[src/rtl/sw_allocator_if.sv]
// ----------------------------------------------------------------------------
// sw_allocator_if
// Purpose : Bundles the switch-allocation request/grant signals between the
//           router input ports, the output ports and the switch allocator.
// Signals :
//   sw_req    [NUM_PORTS]        per input, a flit is ready
//   req_dst   [NUM_PORTS*DST_W]  per input, requested output index
//   req_tail  [NUM_PORTS]        per input, presented flit ends its packet
//   out_ready [NUM_PORTS]        per output, downstream can accept a flit
//   grant     [NUM_PORTS]        per input, flit transferred this cycle
//   xbar_sel  [NUM_PORTS*DST_W]  per output, selected input index
//   xbar_vld  [NUM_PORTS]        per output, crossbar drives a valid flit
//   err_dst                      sticky out-of-range destination flag
// Modports: master drives requests and readiness, slave is the allocator.
// ----------------------------------------------------------------------------
interface sw_allocator_if #(
    parameter int NUM_PORTS = 5,
    parameter int DST_W     = 3
);
    logic [NUM_PORTS-1:0]       sw_req;
    logic [NUM_PORTS*DST_W-1:0] req_dst;
    logic [NUM_PORTS-1:0]       req_tail;
    logic [NUM_PORTS-1:0]       out_ready;
    logic [NUM_PORTS-1:0]       grant;
    logic [NUM_PORTS*DST_W-1:0] xbar_sel;
    logic [NUM_PORTS-1:0]       xbar_vld;
    logic                       err_dst;

    modport master (
        output sw_req, req_dst, req_tail, out_ready,
        input  grant, xbar_sel, xbar_vld, err_dst
    );

    modport slave (
        input  sw_req, req_dst, req_tail, out_ready,
        output grant, xbar_sel, xbar_vld, err_dst
    );
endinterface

[src/rtl/sw_allocator.sv]
// ----------------------------------------------------------------------------
// sw_allocator
// Purpose : Wormhole switch allocator for a NUM_PORTS x NUM_PORTS router.
//           Each output is either IDLE, where it arbitrates round-robin among
//           the inputs requesting it, or LOCKED to the input whose packet it
//           is currently carrying until that packet's tail flit passes.
//           Allocation is combinational (zero-cycle latency); only the lock,
//           owner, round-robin pointer and error flag are registered.
// Ports   :
//   clk   rising-edge clock
//   rst   synchronous active-high reset
//   bus   sw_allocator_if.slave (requests in, grants/crossbar control out)
// ----------------------------------------------------------------------------
module sw_allocator #(
    parameter int NUM_PORTS = 5,
    parameter int DST_W     = 3
) (
    input  logic           clk,
    input  logic           rst,
    sw_allocator_if.slave  bus
);

    typedef enum logic {
        ST_IDLE,
        ST_LOCKED
    } out_state_e;

    // Per-output registered state
    out_state_e       state_q [NUM_PORTS];
    out_state_e       state_d [NUM_PORTS];
    logic [DST_W-1:0] owner_q [NUM_PORTS];
    logic [DST_W-1:0] owner_d [NUM_PORTS];
    logic [DST_W-1:0] ptr_q   [NUM_PORTS];
    logic [DST_W-1:0] ptr_d   [NUM_PORTS];
    logic             err_q;
    logic             err_d;

    // Combinational allocation results
    logic [NUM_PORTS-1:0]       grant_w;
    logic [NUM_PORTS*DST_W-1:0] sel_w;
    logic [NUM_PORTS-1:0]       vld_w;

    // Per-output scratch used while walking the outputs
    logic [NUM_PORTS-1:0] elig;
    logic                 found;
    int                   win_idx;
    int                   scan_idx;

    always_comb begin
        // NOTE: every variable written here gets a default first, so no path
        // leaves it unassigned and no latch is inferred.
        grant_w  = '0;
        sel_w    = '0;
        vld_w    = '0;
        state_d  = state_q;
        owner_d  = owner_q;
        ptr_d    = ptr_q;
        err_d    = err_q;
        elig     = '0;
        found    = 1'b0;
        win_idx  = 0;
        scan_idx = 0;

        // An out-of-range destination never matches any output below, so it
        // is never granted; it only raises the sticky error flag.
        for (int i = 0; i < NUM_PORTS; i++) begin
            if (bus.sw_req[i] && (int'(bus.req_dst[i*DST_W +: DST_W]) >= NUM_PORTS)) begin
                err_d = 1'b1;
            end
        end

        if (!rst) begin
            for (int o = 0; o < NUM_PORTS; o++) begin
                for (int i = 0; i < NUM_PORTS; i++) begin
                    elig[i] = bus.sw_req[i] && (bus.req_dst[i*DST_W +: DST_W] == DST_W'(o));
                end
                found   = 1'b0;
                win_idx = 0;

                // Without downstream readiness the output neither grants nor
                // commits to a new owner; its state simply holds.
                if (bus.out_ready[o]) begin
                    if (state_q[o] == ST_LOCKED) begin
                        if (elig[int'(owner_q[o])]) begin
                            found   = 1'b1;
                            win_idx = int'(owner_q[o]);
                        end
                    end else begin
                        for (int k = 0; k < NUM_PORTS; k++) begin
                            scan_idx = int'(ptr_q[o]) + k;
                            if (scan_idx >= NUM_PORTS) begin
                                scan_idx = scan_idx - NUM_PORTS;
                            end
                            if (!found && elig[scan_idx]) begin
                                found   = 1'b1;
                                win_idx = scan_idx;
                            end
                        end
                    end
                end

                if (found) begin
                    // Each input targets one output, so at most one output can
                    // set any given grant bit.
                    grant_w[win_idx]            = 1'b1;
                    vld_w[o]                    = 1'b1;
                    sel_w[o*DST_W +: DST_W]     = DST_W'(win_idx);
                    if (bus.req_tail[win_idx]) begin
                        // Packet done: release and move priority past the winner.
                        state_d[o] = ST_IDLE;
                        ptr_d[o]   = (win_idx == NUM_PORTS - 1) ? '0 : DST_W'(win_idx + 1);
                    end else begin
                        state_d[o] = ST_LOCKED;
                        owner_d[o] = DST_W'(win_idx);
                    end
                end
            end
        end
    end

    always_ff @(posedge clk) begin
        // NOTE: sequential state uses non-blocking assignments so every
        // register samples its pre-edge value regardless of statement order.
        if (rst) begin
            for (int o = 0; o < NUM_PORTS; o++) begin
                state_q[o] <= ST_IDLE;
                owner_q[o] <= '0;
                ptr_q[o]   <= '0;
            end
            err_q <= 1'b0;
        end else begin
            state_q <= state_d;
            owner_q <= owner_d;
            ptr_q   <= ptr_d;
            err_q   <= err_d;
        end
    end

    assign bus.grant    = grant_w;
    assign bus.xbar_sel = sel_w;
    assign bus.xbar_vld = vld_w;
    assign bus.err_dst  = err_q;

endmodule

[src/flat_wrapper.sv]
// flat-port wrapper written by rule: the top's interface ports become plain ports
module sw_allocator_flat 
#(
    parameter int NUM_PORTS = 5,
    parameter int DST_W     = 3
)
  (clk, rst, bus_sw_req, bus_req_dst, bus_req_tail, bus_out_ready, bus_grant, bus_xbar_sel, bus_xbar_vld, bus_err_dst);
  sw_allocator_if #(.NUM_PORTS(NUM_PORTS), .DST_W(DST_W)) bus_i ();
  input  logic clk;
  input  logic rst;
  input wire logic [$bits(bus_i.sw_req)-1:0] bus_sw_req;
  input wire logic [$bits(bus_i.req_dst)-1:0] bus_req_dst;
  input wire logic [$bits(bus_i.req_tail)-1:0] bus_req_tail;
  input wire logic [$bits(bus_i.out_ready)-1:0] bus_out_ready;
  output wire logic [$bits(bus_i.grant)-1:0] bus_grant;
  output wire logic [$bits(bus_i.xbar_sel)-1:0] bus_xbar_sel;
  output wire logic [$bits(bus_i.xbar_vld)-1:0] bus_xbar_vld;
  output wire logic [$bits(bus_i.err_dst)-1:0] bus_err_dst;
  assign bus_i.sw_req = bus_sw_req;
  assign bus_i.req_dst = bus_req_dst;
  assign bus_i.req_tail = bus_req_tail;
  assign bus_i.out_ready = bus_out_ready;
  assign bus_grant = bus_i.grant;
  assign bus_xbar_sel = bus_i.xbar_sel;
  assign bus_xbar_vld = bus_i.xbar_vld;
  assign bus_err_dst = bus_i.err_dst;
  sw_allocator #(.NUM_PORTS(NUM_PORTS), .DST_W(DST_W)) u_core (.clk(clk), .rst(rst), .bus(bus_i));
endmodule
[config.mk]
export PLATFORM = sky130hd
export DESIGN_NAME = sw_allocator_flat
export DESIGN_NICKNAME = d
export VERILOG_FILES = /design/src/rtl/sw_allocator_if.sv /design/src/rtl/sw_allocator.sv /design/src/flat_wrapper.sv
export SDC_FILE = /design/constraint.sdc
export NUM_CORES = 1
export LEC_CHECK = 0
export BUFFER_PORTS_ARGS = -buffer_cell sky130_fd_sc_hd__buf_2
export CORE_ASPECT_RATIO = 0.75
export CORE_MARGIN = 2
export CORE_UTILIZATION = 45
export DETAILED_ROUTE_END_ITERATION = 7
export MAX_ROUTING_LAYER = met4
export PLACE_DENSITY = 0.64
export SYNTH_ARGS = -nofsm -noshare
export SYNTH_HDL_FRONTEND = slang
export SYNTH_SLANG_ARGS = --single-unit
[constraint.sdc]
create_clock -name clk -period 5.8 [get_ports clk]
set_input_delay 0.87 -clock clk [delete_from_list [all_inputs] [get_ports clk]]
set_output_delay 0.87 -clock clk [all_outputs]
set_load 0.02 [all_outputs]
==> impl_metrics.env <==
export IMPL_status="complete, no violations"
export IMPL_synth_net_count=1474
export IMPL_ctsHtreeMaxLevel=2
export IMPL_maxSlewHeadroom=0.357
export IMPL_num_cts_buffers=5
export IMPL_finalCoreUtilization=0.493
export IMPL_r2r_slack_ns=1.04
export IMPL_clock_insertion_delay_at_the_later_pin_of_the_skew_report_ns=0.30
export IMPL_synth_enable_flop_cells=0
export IMPL_drv_slew=0
export IMPL_detail_routed_via_count_per_cell=6.43
export IMPL_hold_path_startpoint="u_core.owner_q[8]"
export IMPL_max_cap_viols=0
export IMPL_post_route_period_util=0.956
export IMPL_crit_type="reg2out"
export IMPL_fp_dieH_um=133
export IMPL_postPlaceCellArea_mm2=0.0106
export IMPL_cts_hold_fix_buffers=0
export IMPL_required_ns=4.93
export IMPL_final_hold_viol_count=0
export IMPL_tightestPinTransition_ns=0.965
export IMPL_crit_reg2reg_launch="u_core.ptr_q[0]"
export IMPL_yosys_register_bits=36
export IMPL_ant_nets=0
export IMPL_synth_xor_xnor_area_share=0.0255
export IMPL_nFillCells=2229
export IMPL_drt_drc=0
export IMPL_number_of_global_route_vias_before_repair=9420
export IMPL_final_nets=1519
export IMPL_worstHoldEndpoint="u_core.owner_q[8]"
export IMPL_buffer_ports_inserted=57
export IMPL_final_min_clock_period_ns=5.54
export IMPL_worst_path_dominant_cell_family="compound AO/OA/AOI/OAI gates"
export IMPL_overflow=0
export IMPL_synth_compound_gate_area_share=0.342
export IMPL_synthesis_yosys_warnings=0
export IMPL_area_growth_synth_to_final_pct=8.44
export IMPL_finClkSkew_ns=0.0119
export IMPL_ys_dominant_reg_cell="sky130_fd_sc_hd__dfxtp_1"
export IMPL_endpoint_kind="primary output"
export IMPL_fp_dieW_um=176
export IMPL_timing_critical_path_slowest_stage_cell="sky130_fd_sc_hd__dfxtp_1"
export IMPL_route_final_wire_length_mm=32.7
export IMPL_place_hpwl_mm=26.0
export IMPL_endpoints_failing_setup=0
export IMPL_ioPinCount=58
export IMPL_finalWeightedCongestion=0.997
export IMPL_grt_pass1_wl_mm=52.2
export IMPL_antenna_diode_count=0
export IMPL_synth_top_family_by_area="compound AO/OA/AOI/OAI gates"
export IMPL_synth_adder_area_share=0.136
export IMPL_cell_area_synth_mm2=0.00997
export IMPL_setup_worst_path_start_class="flip-flop"
export IMPL_powerDensity_mw_per_mm2=503
export IMPL_floorplan_rows=47
export IMPL_synthCells=1337
export IMPL_max_vdd_ir_drop_v=0.000230
export IMPL_cts_root_buf="sky130_fd_sc_hd__clkbuf_16"
export IMPL_crit_fanout=9
export IMPL_proportion_of_synthesized_chip_area_in_sequential_cells=0.0723
export IMPL_crit_path_cell_trace="inv_2 -> ha_1 -> inv_1 -> ha_1 -> a21oi_4 -> mux2i_2 -> mux2_2 -> o21a_1 -> nor2_1 -> mux2_2 -> o21ai_0 -> nand2_1 -> o211ai_1 -> and2_1 -> a32oi_1 -> a31oi_2 -> buf_2"
export IMPL_syn_area_per_cell_um2=7.46
export IMPL_dieArea_mm2=0.0234
export IMPL_design_core_area_mm2=0.0219
export IMPL_gr_usage_total=0.281
export IMPL_multi_input_area_mm2=0.00873
export IMPL_cts_sink_count=36
export IMPL_worst_path_largest_cell_delay_ns=0.42
export IMPL_detailedRoute_firstPassIterationCount=6
export IMPL_clkSlewWorstSetupHoldPaths_ns=0.07
export IMPL_hold_class="reg2reg"
export IMPL_postLayoutCellArea_mm2=0.0108
export IMPL_largest_buffer_count_on_any_clock_path=2
export IMPL_static_leakage_power_uw=0.00449
export IMPL_muxShareOfSynthArea=0.0827
export IMPL_cp_arrival_ns=4.67
export IMPL_number_of_cells_on_the_worst_hold_path=1
export IMPL_synth_cell_type_count=126
export IMPL_routedWlPerCell_um=19.5
export IMPL_pin_count_of_the_biggest_net_entering_global_routing=48
export IMPL_tritoncts="built"
export IMPL_grt_antenna_before_repair=0
export IMPL_drive_gt1_frac=0.171
export IMPL_worst_path_buf_inv=3
export IMPL_via_total_after_detailed_routing=10788
export IMPL_synth_simple_gate_area_frac=0.287
export IMPL_floorplan_initialDensity=0.455
export IMPL_first_iter_violations=1338
export IMPL_synth_async_reset_ratio=0
export IMPL_max_freq_mhz=180
export IMPL_reg2reg_to="u_core.owner_q[2]"
export IMPL_worst_r2r_cell_count=17
export IMPL_seq_area_um2=724
export IMPL_path_depth=17
cells by family after synthesis:
family                   Yosys count
multiplexers                      70
adder cells (fa/ha/maj)          105
AO/OA/AOI/OAI                    457
AND/OR/NAND/NOR                  507
XOR/XNOR                          29
flip-flops                        36
buffers and inverters            133
stage by stage:
stage,hold WS (ns),total power (uW),std cells,setup WS (ns),TNS (ns)
after floorplan,0.449,3930,1337,0.678,0
after global placement,0.460,4980,1665,0.391,0
after detailed placement,0.462,4980,1665,0.408,0
after CTS,0.477,5290,1673,0.0752,0
after global routing,0.496,5910,1677,-0.00616,-0.00616
final,0.475,5440,1677,0.255,0
state kept, by name, summed over array words and instances (netlist names):
name / count
u_core.bus.err_dst: 1
u_core.state_q: 5
u_core.owner_q: 15
u_core.ptr_q: 15
cell type report:
class	instances	area share
clock buffers	5	0.0116
clock inverters	3	0.00174
inverters	79	0.0280
multi-input cells	1168	0.807
flip-flops and latches	36	0.0670
well taps	294	0.0340
repair buffers	92	0.0507
how the worst max path moves through the flow:
stage                                 from  slack (ns)           end
after floorplan           u_core.ptr_q[12]        0.68  bus_grant[4]
after global placement    u_core.ptr_q[10]        0.39  bus_grant[1]
after detailed placement   u_core.ptr_q[5]        0.41  bus_grant[1]
after CTS                  u_core.ptr_q[4]        0.08  bus_grant[1]
after global routing      u_core.ptr_q[10]      -0.006  bus_grant[3]
final                      u_core.ptr_q[4]        0.26  bus_grant[1]
power by group:
part | total [uW] | internal, uW | switching, uW
combinational | 4740 | 1840 | 2900
sequential | 413 | 314 | 99.1
clock | 285 | 159 | 126
total | 5440 | 2310 | 3130
synth_stat cells, types with 8 or more instances:
cell type	number	area, um2
sky130_fd_sc_hd__o211ai_1	15	113
sky130_fd_sc_hd__nand3b_1	9	67.6
sky130_fd_sc_hd__or4_1	8	60.1
sky130_fd_sc_hd__o21ai_0	63	315
sky130_fd_sc_hd__o21ai_1	9	45.0
sky130_fd_sc_hd__a32oi_1	12	105
sky130_fd_sc_hd__nand2_1	113	424
sky130_fd_sc_hd__a21oi_1	95	475
sky130_fd_sc_hd__or3_1	14	87.6
sky130_fd_sc_hd__a211oi_1	29	218
sky130_fd_sc_hd__a31oi_1	21	131
sky130_fd_sc_hd__a211o_1	11	96.3
sky130_fd_sc_hd__a31o_2	11	96.3
sky130_fd_sc_hd__nor4_1	9	56.3
sky130_fd_sc_hd__o22ai_1	15	93.8
sky130_fd_sc_hd__clkbuf_1	25	93.8
sky130_fd_sc_hd__nand4bb_1	8	90.1
sky130_fd_sc_hd__inv_1	70	263
sky130_fd_sc_hd__and2_1	16	100
sky130_fd_sc_hd__nor2b_1	37	231
sky130_fd_sc_hd__nand2b_1	28	175
sky130_fd_sc_hd__nor2_1	109	409
sky130_fd_sc_hd__xnor2_1	26	228
sky130_fd_sc_hd__o31ai_1	12	90.1
sky130_fd_sc_hd__buf_2	22	110
sky130_fd_sc_hd__and3_1	12	75.1
sky130_fd_sc_hd__dfxtp_1	36	721
sky130_fd_sc_hd__nor3_1	35	175
sky130_fd_sc_hd__and4bb_2	11	138
sky130_fd_sc_hd__ha_1	100	1250
sky130_fd_sc_hd__mux2_2	11	124
sky130_fd_sc_hd__and3b_1	8	70.1
sky130_fd_sc_hd__nand3_1	21	105
sky130_fd_sc_hd__mux2i_1	45	450
sky130_fd_sc_hd__a22oi_1	9	67.6
sky130_fd_sc_hd__a21o_1	18	135
sky130_fd_sc_hd__nand4_1	11	68.8
timing repair:
item                                    4_1_cts  5_1_grt
endpoints found under the setup margin        0        6
hold endpoints to repair                      0        0
resized for setup                             0       13
setup buffers                                 0        4
per-layer routing:
metal / track usage / vias up / part of all wire
met5: - / - / 0
met4: 0.0188 / 0 / 0.0093
met1: 0.436 / 5101 / 0.49
met3: 0.0374 / 27 / 0.088
li1: - / 5170 / -
met2: 0.396 / 490 / 0.41
cells in the final DEF, fill, tap and decap left out, types with 9 or more instances in the layout:
cell,Yosys,routed
sky130_fd_sc_hd__nand2b_1,28,28
sky130_fd_sc_hd__a21o_1,18,18
sky130_fd_sc_hd__nor3_1,35,35
sky130_fd_sc_hd__inv_1,70,67
sky130_fd_sc_hd__a21oi_1,95,95
sky130_fd_sc_hd__nand3b_1,9,9
sky130_fd_sc_hd__a211o_1,11,11
sky130_fd_sc_hd__o21ai_1,9,9
sky130_fd_sc_hd__nand4_1,11,11
sky130_fd_sc_hd__nor2_1,109,109
sky130_fd_sc_hd__a31o_2,11,11
sky130_fd_sc_hd__nor4_1,9,9
sky130_fd_sc_hd__ha_1,100,99
sky130_fd_sc_hd__o211ai_1,15,15
sky130_fd_sc_hd__a31oi_1,21,20
sky130_fd_sc_hd__and2_1,16,16
sky130_fd_sc_hd__buf_4,3,35
sky130_fd_sc_hd__nand2_1,113,113
sky130_fd_sc_hd__a211oi_1,29,29
sky130_fd_sc_hd__o22ai_1,15,15
sky130_fd_sc_hd__xnor2_1,26,25
sky130_fd_sc_hd__and4bb_2,11,11
sky130_fd_sc_hd__a32oi_1,12,12
sky130_fd_sc_hd__or3_1,14,14
sky130_fd_sc_hd__nand3_1,21,21
sky130_fd_sc_hd__mux2_2,11,11
sky130_fd_sc_hd__inv_2,7,9
sky130_fd_sc_hd__mux2i_1,45,42
sky130_fd_sc_hd__nor2b_1,37,37
sky130_fd_sc_hd__buf_2,22,57
sky130_fd_sc_hd__and3_1,12,12
sky130_fd_sc_hd__o31ai_1,12,12
sky130_fd_sc_hd__o21ai_0,63,63
sky130_fd_sc_hd__dfxtp_1,36,33
worst reg2reg max path, delay by kind of cell (launching register included):
| family | cells | cell delay [ns] |
|---|---|---|
| and+or+nand+nor | 3 | 0.71 |
| adders and majority gates | 2 | 0.49 |
| DFF | 1 | 0.35 |
| muxes | 3 | 1.12 |
| AOI/OAI and AO/OA | 6 | 1.55 |
| buffers and inverters | 3 | 0.42 |
Note: power is estimated with default switching activity, not from simulation.
